--- src/rtl/qspi_xip_line_arbiter.sv ---
// qspi_xip_line_arbiter
//   Shares one QSPI XIP cache-line reader between an instruction-fetch port
//   (port 0) and a data-read port (port 1). Round-robin arbitration, one
//   flash transaction in flight, and a single-entry line buffer (tag + valid)
//   that answers repeat hits without touching flash.
//
// Ports
//   clk, rst_n        system clock, async active-low reset
//   req0/addr0/ack0   port 0 request level, byte address, 1-cycle ack pulse
//   req1/addr1/ack1   port 1 request level, byte address, 1-cycle ack pulse
//   line_o            registered line buffer, valid for the acked port in the ack cycle
//   invalidate        drops the buffer valid bit
//   xip_addr/xip_rd   line-aligned address and 1-cycle read strobe to the controller
//   xip_done/xip_line controller completion pulse and line data
//
// state | meaning
// IDLE  | pick a winner, latch its line address, decide hit or miss
// ISSUE | pulse xip_rd for the latched line
// WAIT  | wait for xip_done, then fill the buffer and ack the requester
// RESP  | ack a buffer hit; after a miss fill the ack has already pulsed
module qspi_xip_line_arbiter #(
  parameter int LINE_SIZE = 16
) (
  input  logic                   clk,
  input  logic                   rst_n,
  input  logic                   req0,
  input  logic [23:0]            addr0,
  output logic                   ack0,
  input  logic                   req1,
  input  logic [23:0]            addr1,
  output logic                   ack1,
  output logic [LINE_SIZE*8-1:0] line_o,
  input  logic                   invalidate,
  output logic [23:0]            xip_addr,
  output logic                   xip_rd,
  input  logic                   xip_done,
  input  logic [LINE_SIZE*8-1:0] xip_line
);

  localparam int OFF_W = $clog2(LINE_SIZE);
  localparam int TAG_W = 24 - OFF_W;
  localparam logic [23:0] LINE_MASK = ~24'(LINE_SIZE - 1);

  typedef enum logic [1:0] {IDLE, ISSUE, WAIT, RESP} state_e;

  state_e                 state_q;
  logic                   gnt_q;
  logic                   last_grant_q;
  logic                   valid_q;
  logic                   inval_pend_q;
  logic                   hit_path_q;
  logic [TAG_W-1:0]       tag_q;
  logic [LINE_SIZE*8-1:0] line_q;
  logic [23:0]            xip_addr_q;
  logic                   ack0_q;
  logic                   ack1_q;
  logic                   xip_rd_q;

  // A port whose ack is pulsing has already been served; it must not be
  // picked again in the IDLE cycle that overlaps its ack.
  logic             req0_eff;
  logic             req1_eff;
  logic             win;
  logic [23:0]      win_line_addr;
  logic [TAG_W-1:0] win_la;
  logic [TAG_W-1:0] cur_la;
  logic             hit;

  always_comb begin
    req0_eff      = req0 & ~ack0_q;
    req1_eff      = req1 & ~ack1_q;
    win           = (req0_eff & req1_eff) ? ~last_grant_q : req1_eff;
    win_line_addr = (win ? addr1 : addr0) & LINE_MASK;
    win_la        = win_line_addr[23:OFF_W];
    cur_la        = xip_addr_q[23:OFF_W];
    hit           = valid_q && (tag_q == win_la);
  end

  always_ff @(posedge clk or negedge rst_n) begin
    if (!rst_n) begin
      state_q      <= IDLE;
      gnt_q        <= 1'b0;
      last_grant_q <= 1'b1;
      valid_q      <= 1'b0;
      inval_pend_q <= 1'b0;
      hit_path_q   <= 1'b0;
      tag_q        <= '0;
      line_q       <= '0;
      xip_addr_q   <= '0;
      ack0_q       <= 1'b0;
      ack1_q       <= 1'b0;
      xip_rd_q     <= 1'b0;
    end else begin
      ack0_q   <= 1'b0;
      ack1_q   <= 1'b0;
      xip_rd_q <= 1'b0;
      case (state_q)
        IDLE: begin
          if (invalidate) valid_q <= 1'b0;
          if (req0_eff || req1_eff) begin
            gnt_q      <= win;
            xip_addr_q <= win_line_addr;
            hit_path_q <= hit;
            state_q    <= hit ? RESP : ISSUE;
          end
        end
        ISSUE: begin
          if (invalidate) valid_q <= 1'b0;
          xip_rd_q     <= 1'b1;
          inval_pend_q <= 1'b0;
          state_q      <= WAIT;
        end
        WAIT: begin
          if (invalidate) inval_pend_q <= 1'b1;
          if (xip_done) begin
            line_q       <= xip_line;
            tag_q        <= cur_la;
            // An invalidate seen at any point of the wait, including the
            // done cycle itself, beats the fill.
            valid_q      <= ~(invalidate | inval_pend_q);
            // Ack straight out of the fill so it lands the cycle after done.
            ack0_q       <= ~gnt_q;
            ack1_q       <= gnt_q;
            last_grant_q <= gnt_q;
            state_q      <= RESP;
          end
        end
        RESP: begin
          if (invalidate) valid_q <= 1'b0;
          if (hit_path_q) begin
            ack0_q       <= ~gnt_q;
            ack1_q       <= gnt_q;
            last_grant_q <= gnt_q;
          end
          state_q <= IDLE;
        end
        default: state_q <= IDLE;
      endcase
    end
  end

  assign ack0     = ack0_q;
  assign ack1     = ack1_q;
  assign line_o   = line_q;
  assign xip_addr = xip_addr_q;
  assign xip_rd   = xip_rd_q;

endmodule

--- config.mk ---
export PLATFORM = sky130hd
export DESIGN_NAME = qspi_xip_line_arbiter
export DESIGN_NICKNAME = d
export VERILOG_FILES = /design/src/rtl/qspi_xip_line_arbiter.sv
export SDC_FILE = /design/constraint.sdc
export NUM_CORES = 1
export LEC_CHECK = 0
export ABC_AREA = 0
export BUFFER_PORTS_ARGS = -buffer_cell sky130_fd_sc_hd__buf_2
export CAP_MARGIN = 0
export CORE_MARGIN = 1
export CORE_UTILIZATION = 40
export DETAILED_ROUTE_END_ITERATION = 12
export PLACE_DENSITY = 0.71
export SLEW_MARGIN = 20
export SYNTH_ARGS = -nofsm -noshare
export SYNTH_HDL_FRONTEND = slang
export SYNTH_SLANG_ARGS = --single-unit
--- constraint.sdc ---
create_clock -name clk -period 3.1 [get_ports clk]
set_input_delay 0.155 -clock clk [delete_from_list [all_inputs] [get_ports clk]]
set_output_delay 0.155 -clock clk [all_outputs]
set_load 0.005 [all_outputs]
==> metrics, run 1 <==
DR DRC count=0; critical path required time=approximately 3400 ps; number of sinks handled by clock tree synthesis=approximately 180; FF+latch count, synth=between 150 and 200; setup violators final=0; category of the most critical setup path=flip-flop to flip-flop; GPL Wtd Cong=a little under 0.8; DIE HEIGHT=around 140 µm; smallest hold slack=a little under 70 ps; Core ar.=17400 µm²; wire length of the first global-routing pass=approximately 29 mm; outcome=complete, no violations; fraction of final layout cells with drive strength greater than 1=a little over half; most numerous cell in the Yosys netlist=sky130_fd_sc_hd__dfrtp_1; highest achievable clock rate=roughly 360 MHz; unrepaired setup endpoints after global routing=no; number of global-route vias before repair=5834; CP startpoint kind=flip-flop; Longest Clk Path Bufs=2; internal portion of total power=just under 7 mW; number of clock buffers inserted by TritonCTS=17; class of the tightest hold or removal check=primary input to flip-flop; total die area=18300 µm²; max-capacitance violation count=0; worst relative slew slack=about three fifths; number of setup buffers added after CTS=0; fin nets=1125; Reg clk slew, reported paths=about 70 ps; synth unique cells=32; endpoints failing hold=0; number of vias per cell after detailed routing=between 4 and 5; sequential group share of total power=a little over two fifths; dominant cell type by area after synthesis=sky130_fd_sc_hd__dfrtp_1; root cell of the clock tree=sky130_fd_sc_hd__clkbuf_16; synth top area cells=sky130_fd_sc_hd__dfrtp_1 (62%), sky130_fd_sc_hd__mux2_2 (23%), sky130_fd_sc_hd__mux2i_1 (3.1%), sky130_fd_sc_hd__xor2_1 (2.0%), sky130_fd_sc_hd__o21ai_0 (1.4%); number of max-slew violations in the final report=0; final clock period utilization by the worst path=89.8%; most common library cells after synthesis=sky130_fd_sc_hd__dfrtp_1 (177), sky130_fd_sc_hd__mux2_2 (148), sky130_fd_sc_hd__nand2_1 (25), sky130_fd_sc_hd__mux2i_1 (22), sky130_fd_sc_hd__o21ai_0 (20); cell area after technology mapping=~7100 µm²; fill count=around 1300; switch share=a little under a third; Slew @ Worst Pin=about 600 ps; portion of total power attributed to the clock network=about a quarter; number of H-tree branching levels=4; Area growth, synth to finish=53.6%; post-layout power=between 9 and 10 mW; Net Sw Power=2.95 mW; chip width=~140 µm; iteration-0 DRC count of the detailed router=about 200; fraction of synthesis flops using an asynchronous set or reset pin=100%; type of element capturing the critical path=flip-flop; vias after detailed routing=approximately 5600; Clock Skews=approximately 11 ps; final routed wire length divided by cell count=roughly 16 µm; Initial Util=around two fifths; Top FF cell, synth=sky130_fd_sc_hd__dfrtp_1; number of placement rows=48; pin count of the biggest net entering global routing=about 110; combinational share of power=roughly 35%; number of antenna violations at the first check in global routing=0; antenna violation net count after detailed routing=0; gate count of the mapped netlist=483; final-layout setup total negative slack=0 ps; routed wire length=between 15 and 20 mm; critical path data arrival time=between 3000 and 4000 ps; static leakage power=5.35 nW; part of the Yosys area used for sequential elements=a little over three fifths; number of enable flip-flop cells after synthesis=0; peak supply drop=0.488 mV; cts repair resizes=0; Period minus WS final=about 2800 ps; I/O pins=roughly 340; standard cell with the maximum stage delay on the critical path=sky130_fd_sc_hd__a21bo_2; input/output buffers=between 300 and 400; total congestion overflow=0; Synth Warn #=0; worst skew pair latency=around 420 ps; first-pass iteration count of the detailed router=4; Critical Path Fanout Max=16; clock tree from TritonCTS=built; Power per Cell Area=roughly 890 nW/µm²; Yosys top cell area share=62.2%; delay contributed by the slowest stage of the critical path=between 500 and 600 ps; post-detail-place hpwl=roughly 12 mm; critical path cell sequence=nor2b_1 -> a21bo_2 -> buf_4 -> mux2i_1 -> xor2_1 -> nand4_1 -> or4_1 -> o31ai_1; Post-Syn Area per Cell=around 15 µm²; gr usage total=around a fifth
## metal layers
| layer | global-route usage [%] | vias to the layer above | share of wire (%) | wire [µm] |
|---|---|---|---|---|
| met4 | 10.3 | 0 | 3.0 | 554 |
| met2 | 35.4 | 220 | 52 | 9610 |
| met5 | 0 | - | 0 | 0 |
| li1 | - | 2604 | - | - |
| met3 | 5.65 | 42 | 6.1 | 1130 |
| met1 | 22.4 | 2712 | 39 | 7180 |
## stage by stage
step,setup slack [ps],util (%),std cells,cell area [µm²]
4_1_cts,282,62.9,1175,10900
6_report,315,63.0,1176,10900
2_1_floorplan,895,-,486,7130
3_3_place_gp,432,51.9,1014,9000
3_5_place_dp,371,51.9,1014,9000
5_1_grt,81.3,62.9,1175,10900
## state kept, by name (all words and copies together) (netlist names)
name / flops
ack0: 1
line_o: 128
state_q: 2
tag_q: 20
ack1: 1
hit_path_q: 1
valid_q: 1
gnt_q: 1
xip_rd: 1
last_grant_q: 1
inval_pend_q: 1
xip_addr: 20
## area by class of cell
| class | count | area, µm² | share of cell area [%] |
|---|---|---|---|
| Clock inverter | 12 | 180 | 1.65 |
| Sequential cell | 178 | 4460 | 40.8 |
| Inverter | 5 | 18.8 | 0.172 |
| Timing Repair Buffer | 460 | 3010 | 27.6 |
| Antenna cell | 1 | 2.50 | 0.0229 |
| Clock buffer | 19 | 443 | 4.05 |
| Multi-Input combinational cell | 276 | 2530 | 23.2 |
| Tap cell | 225 | 282 | 2.58 |
## cells by family after synthesis
group           Yosys count  synth area share, %
flops                   178                 62.6
mux                     170                 26.5
fa+ha+maj                 5                0.879
simple gates             43                 2.74
other cells               1               0.0527
xor+xnor                 20                 2.46
buf+inv                  32                 2.02
compound gates           34                 2.71
## power groups by stage
stage                     clock network, mW  registers, mW  logic [mW]
final                                  2.28           4.10        3.36
after CTS                              2.35           4.08        3.38
after global placement                    0           4.06        3.19
after detailed placement                  0           4.10        3.25
after global routing                   2.43           4.25        3.68
after floorplan                           0           4.15        1.64
## final timing paths
| check | startpoint | to | slack [ps] | cells past startpoint |
|---|---|---|---|---|
| setup / recovery | ack0$_DFF_PN0_ | hit_path_q$_DFFE_PN0P_ | 320 | 8 |
| hold / removal | addr1[23] | xip_addr[23]$_DFFE_PN0P_ | 70 | 3 |
| setup reg to reg | ack0$_DFF_PN0_ | hit_path_q$_DFFE_PN0P_ | 320 | 8 |
| hold reg to reg | line_o[127]$_DFFE_PN0P_ | line_o[127]$_DFFE_PN0P_ | 500 | 1 |
| max in group asynchronous | rst_n | line_o[89]$_DFFE_PN0P_ | 2040 | 3 |
| min in group asynchronous | rst_n | xip_addr[23]$_DFFE_PN0P_ | 190 | 2 |
## critical path, delay by kind of cell, from the launching register on
family | cells | cell delay, ps
muxes | 1 | 260
xor gates and xnor gates | 1 | 170
DFF | 1 | 380
buffers and inverters | 1 | 270
and+or+nand+nor | 3 | 760
AOI/OAI and AO/OA | 2 | 830
## repair_timing
item	4_1_cts	5_1_grt
hold buffers	130	0
hold endpoints to repair	160	0
endpoints found under the setup margin	0	0
## placed cells by master (no fill, tap or decap), drive strengths merged, types with 5 or more instances in the layout
master,count
buf,330
dfrtp,177
mux2,148
dlygate4sd3,130
nand2,25
o21ai,24
mux2i,22
clkbuf,19
xor2,16
inv,8
nor2,5
ha,5
No activity file was read; power rests on OpenSTA's default activity.
==> run 2: changes to the inputs <==
MAX_ROUTING_LAYER = met4   (was unset)
==> metrics, run 2 (same netlist as run 1, synthesis figures left out) <==
category of the most critical setup path=flip-flop to flip-flop; Power per Cell Area=893 nW/µm² (about the same); Clock Skews=12.3 ps (+1.55 ps); fin nets=1125 (unchanged); most common cell after layout, fill and taps aside=sky130_fd_sc_hd__buf_2; type of element capturing the critical path=flip-flop; flip-flop count of the largest register after layout=128 (unchanged); number of sinks handled by clock tree synthesis=178 (unchanged); chip width=135 µm (unchanged); static leakage power=5.35 nW (unchanged); number of antenna violations at the first check in global routing=0 (unchanged); number of global-route vias before repair=5837 (+0.051%); Core ar.=17400 µm² (unchanged); CP startpoint kind=flip-flop; max-capacitance violation count=0 (unchanged); routed wire length=18.5 mm (+0.16%); first-pass iteration count of the detailed router=6 (+2); number of vias per cell after detailed routing=4.74 (about the same); number of max-slew violations in the final report=0 (unchanged); cts repair resizes=0 (unchanged); gr usage total=20.8% (+0.58 points); fraction of final layout cells with drive strength greater than 1=54.0% (unchanged); iteration-0 DRC count of the detailed router=190 (-7.3%); unrepaired setup endpoints after global routing=no; DIE HEIGHT=135 µm (unchanged); total congestion overflow=0 (unchanged); Area growth, synth to finish=53.6% (unchanged); I/O pins=337 (unchanged); highest-count cells in the layout ignoring fill and taps=sky130_fd_sc_hd__buf_2 (323), sky130_fd_sc_hd__dfrtp_1 (177), sky130_fd_sc_hd__mux2_2 (148); final-layout setup total negative slack=0 ps (unchanged); number of placement rows=48 (unchanged); Slew @ Worst Pin=597 ps (+0.0409 ps); worst skew pair latency=420 ps (about the same); wire length of the first global-routing pass=28.5 mm (-0.27%); pin count of the biggest net entering global routing=105 (unchanged); endpoints failing hold=0 (unchanged); class of the tightest hold or removal check=primary input to flip-flop; post-route standard cell area excluding fillers=10900 µm² (unchanged); vias after detailed routing=5580 (+0.036%); critical path data arrival time=3110 ps (+20 ps); input/output buffers=324 (unchanged); GPL Wtd Cong=0.785 (+1.8%); total die area=18300 µm² (unchanged); number of H-tree branching levels=4 (unchanged); post-layout power=9.76 mW (about the same); final routed wire length divided by cell count=15.7 µm (+0.16%); final clock period utilization by the worst path=90.4% (+0.61 points); peak supply drop=0.490 mV (+0.41%); final std cells w/o fill=1176 (unchanged); Critical Path Fanout Max=16 (unchanged); placed inst area=9000 µm² (unchanged); DR DRC count=0 (unchanged); Reg clk slew, reported paths=70 ps (about the same); Cells after DPL=1014 (unchanged); Longest Clk Path Bufs=2 (unchanged); hold buffer count at CTS=130 (unchanged); post-detail-place hpwl=11.7 mm (unchanged); outcome=complete, no violations; highest achievable clock rate=357 MHz (-0.68%); smallest hold slack=66.3 ps (-1.93 ps); setup violators final=0 (unchanged); number of setup buffers added after CTS=0 (unchanged); root cell of the clock tree=sky130_fd_sc_hd__clkbuf_16; clock tree from TritonCTS=built; Period minus WS final=2800 ps (+19.1 ps); number of clock buffers inserted by TritonCTS=17 (unchanged); Initial Util=41.0% (unchanged); worst relative slew slack=60.2% (about the same); antenna violation net count after detailed routing=0 (unchanged); critical path required time=3410 ps (about the same)
==> run 2: cell counts in the layout (fill, tap and decap cells not counted) <==
No cell type changed its count.
==> run 2: worst paths after layout <==
check                      depth (start not counted)  slack [ps]                        to                     from
hold reg to reg                                    1         500   line_o[127]$_DFFE_PN0P_  line_o[127]$_DFFE_PN0P_
hold / removal                                     3          70  xip_addr[23]$_DFFE_PN0P_                addr1[23]
setup reg to reg                                   8         300    hit_path_q$_DFFE_PN0P_           ack0$_DFF_PN0_
max in group asynchronous                          3        2050   line_o[124]$_DFFE_PN0P_                    rst_n
setup / recovery                                   8         300    hit_path_q$_DFFE_PN0P_           ack0$_DFF_PN0_
min in group asynchronous                          2         180  xip_addr[23]$_DFFE_PN0P_                    rst_n
==> run 2: layout make-up <==
cell class              count  area, µm²
fillers                  1295       6430
flip-flops and latches    178       4460
repair buffers            460       3010
multi-input cells         276       2530
clock buffers              19        443
well taps                 225        282
clock inverters            12        180
inverters                   5       18.8
diodes                      1       2.50
==> run 2: stage by stage <==
stage	setup WS [ps]	utilization (%)
5_1_grt	81.4	62.9
2_1_floorplan	895	-
6_report	296	63.0
3_3_place_gp	432	51.9
4_1_cts	282	62.9
3_5_place_dp	371	51.9
==> run 2: where the power goes <==
part           internal, mW  switching [mW]  total, mW  leakage (nW)
combinational          1.96            1.41       3.37          2.90
sequential             3.47           0.634       4.10          2.16
clock                  1.37           0.913       2.29         0.300
total                  6.80            2.95       9.76          5.35
==> run 2: worst max-delay path, cell delays in order, from the launching register on <==
cell,delay (ps)
sky130_fd_sc_hd__dfrtp_1,380
sky130_fd_sc_hd__nor2b_1,230
sky130_fd_sc_hd__a21bo_2,550
sky130_fd_sc_hd__buf_4,280
sky130_fd_sc_hd__mux2i_1,260
sky130_fd_sc_hd__xor2_1,170
sky130_fd_sc_hd__nand4_1,100
sky130_fd_sc_hd__or4_1,430
sky130_fd_sc_hd__o31ai_1,290
==> run 2: metal layers <==
layer  vias to the layer above  global-route usage, %  routed length, µm
met5                         -                      -                  0
met4                         0                   11.2                524
met3                        40                   3.89                916
met2                       211                   35.4               9630
met1                      2726                   23.1               7430
li1                       2603                      -                  -
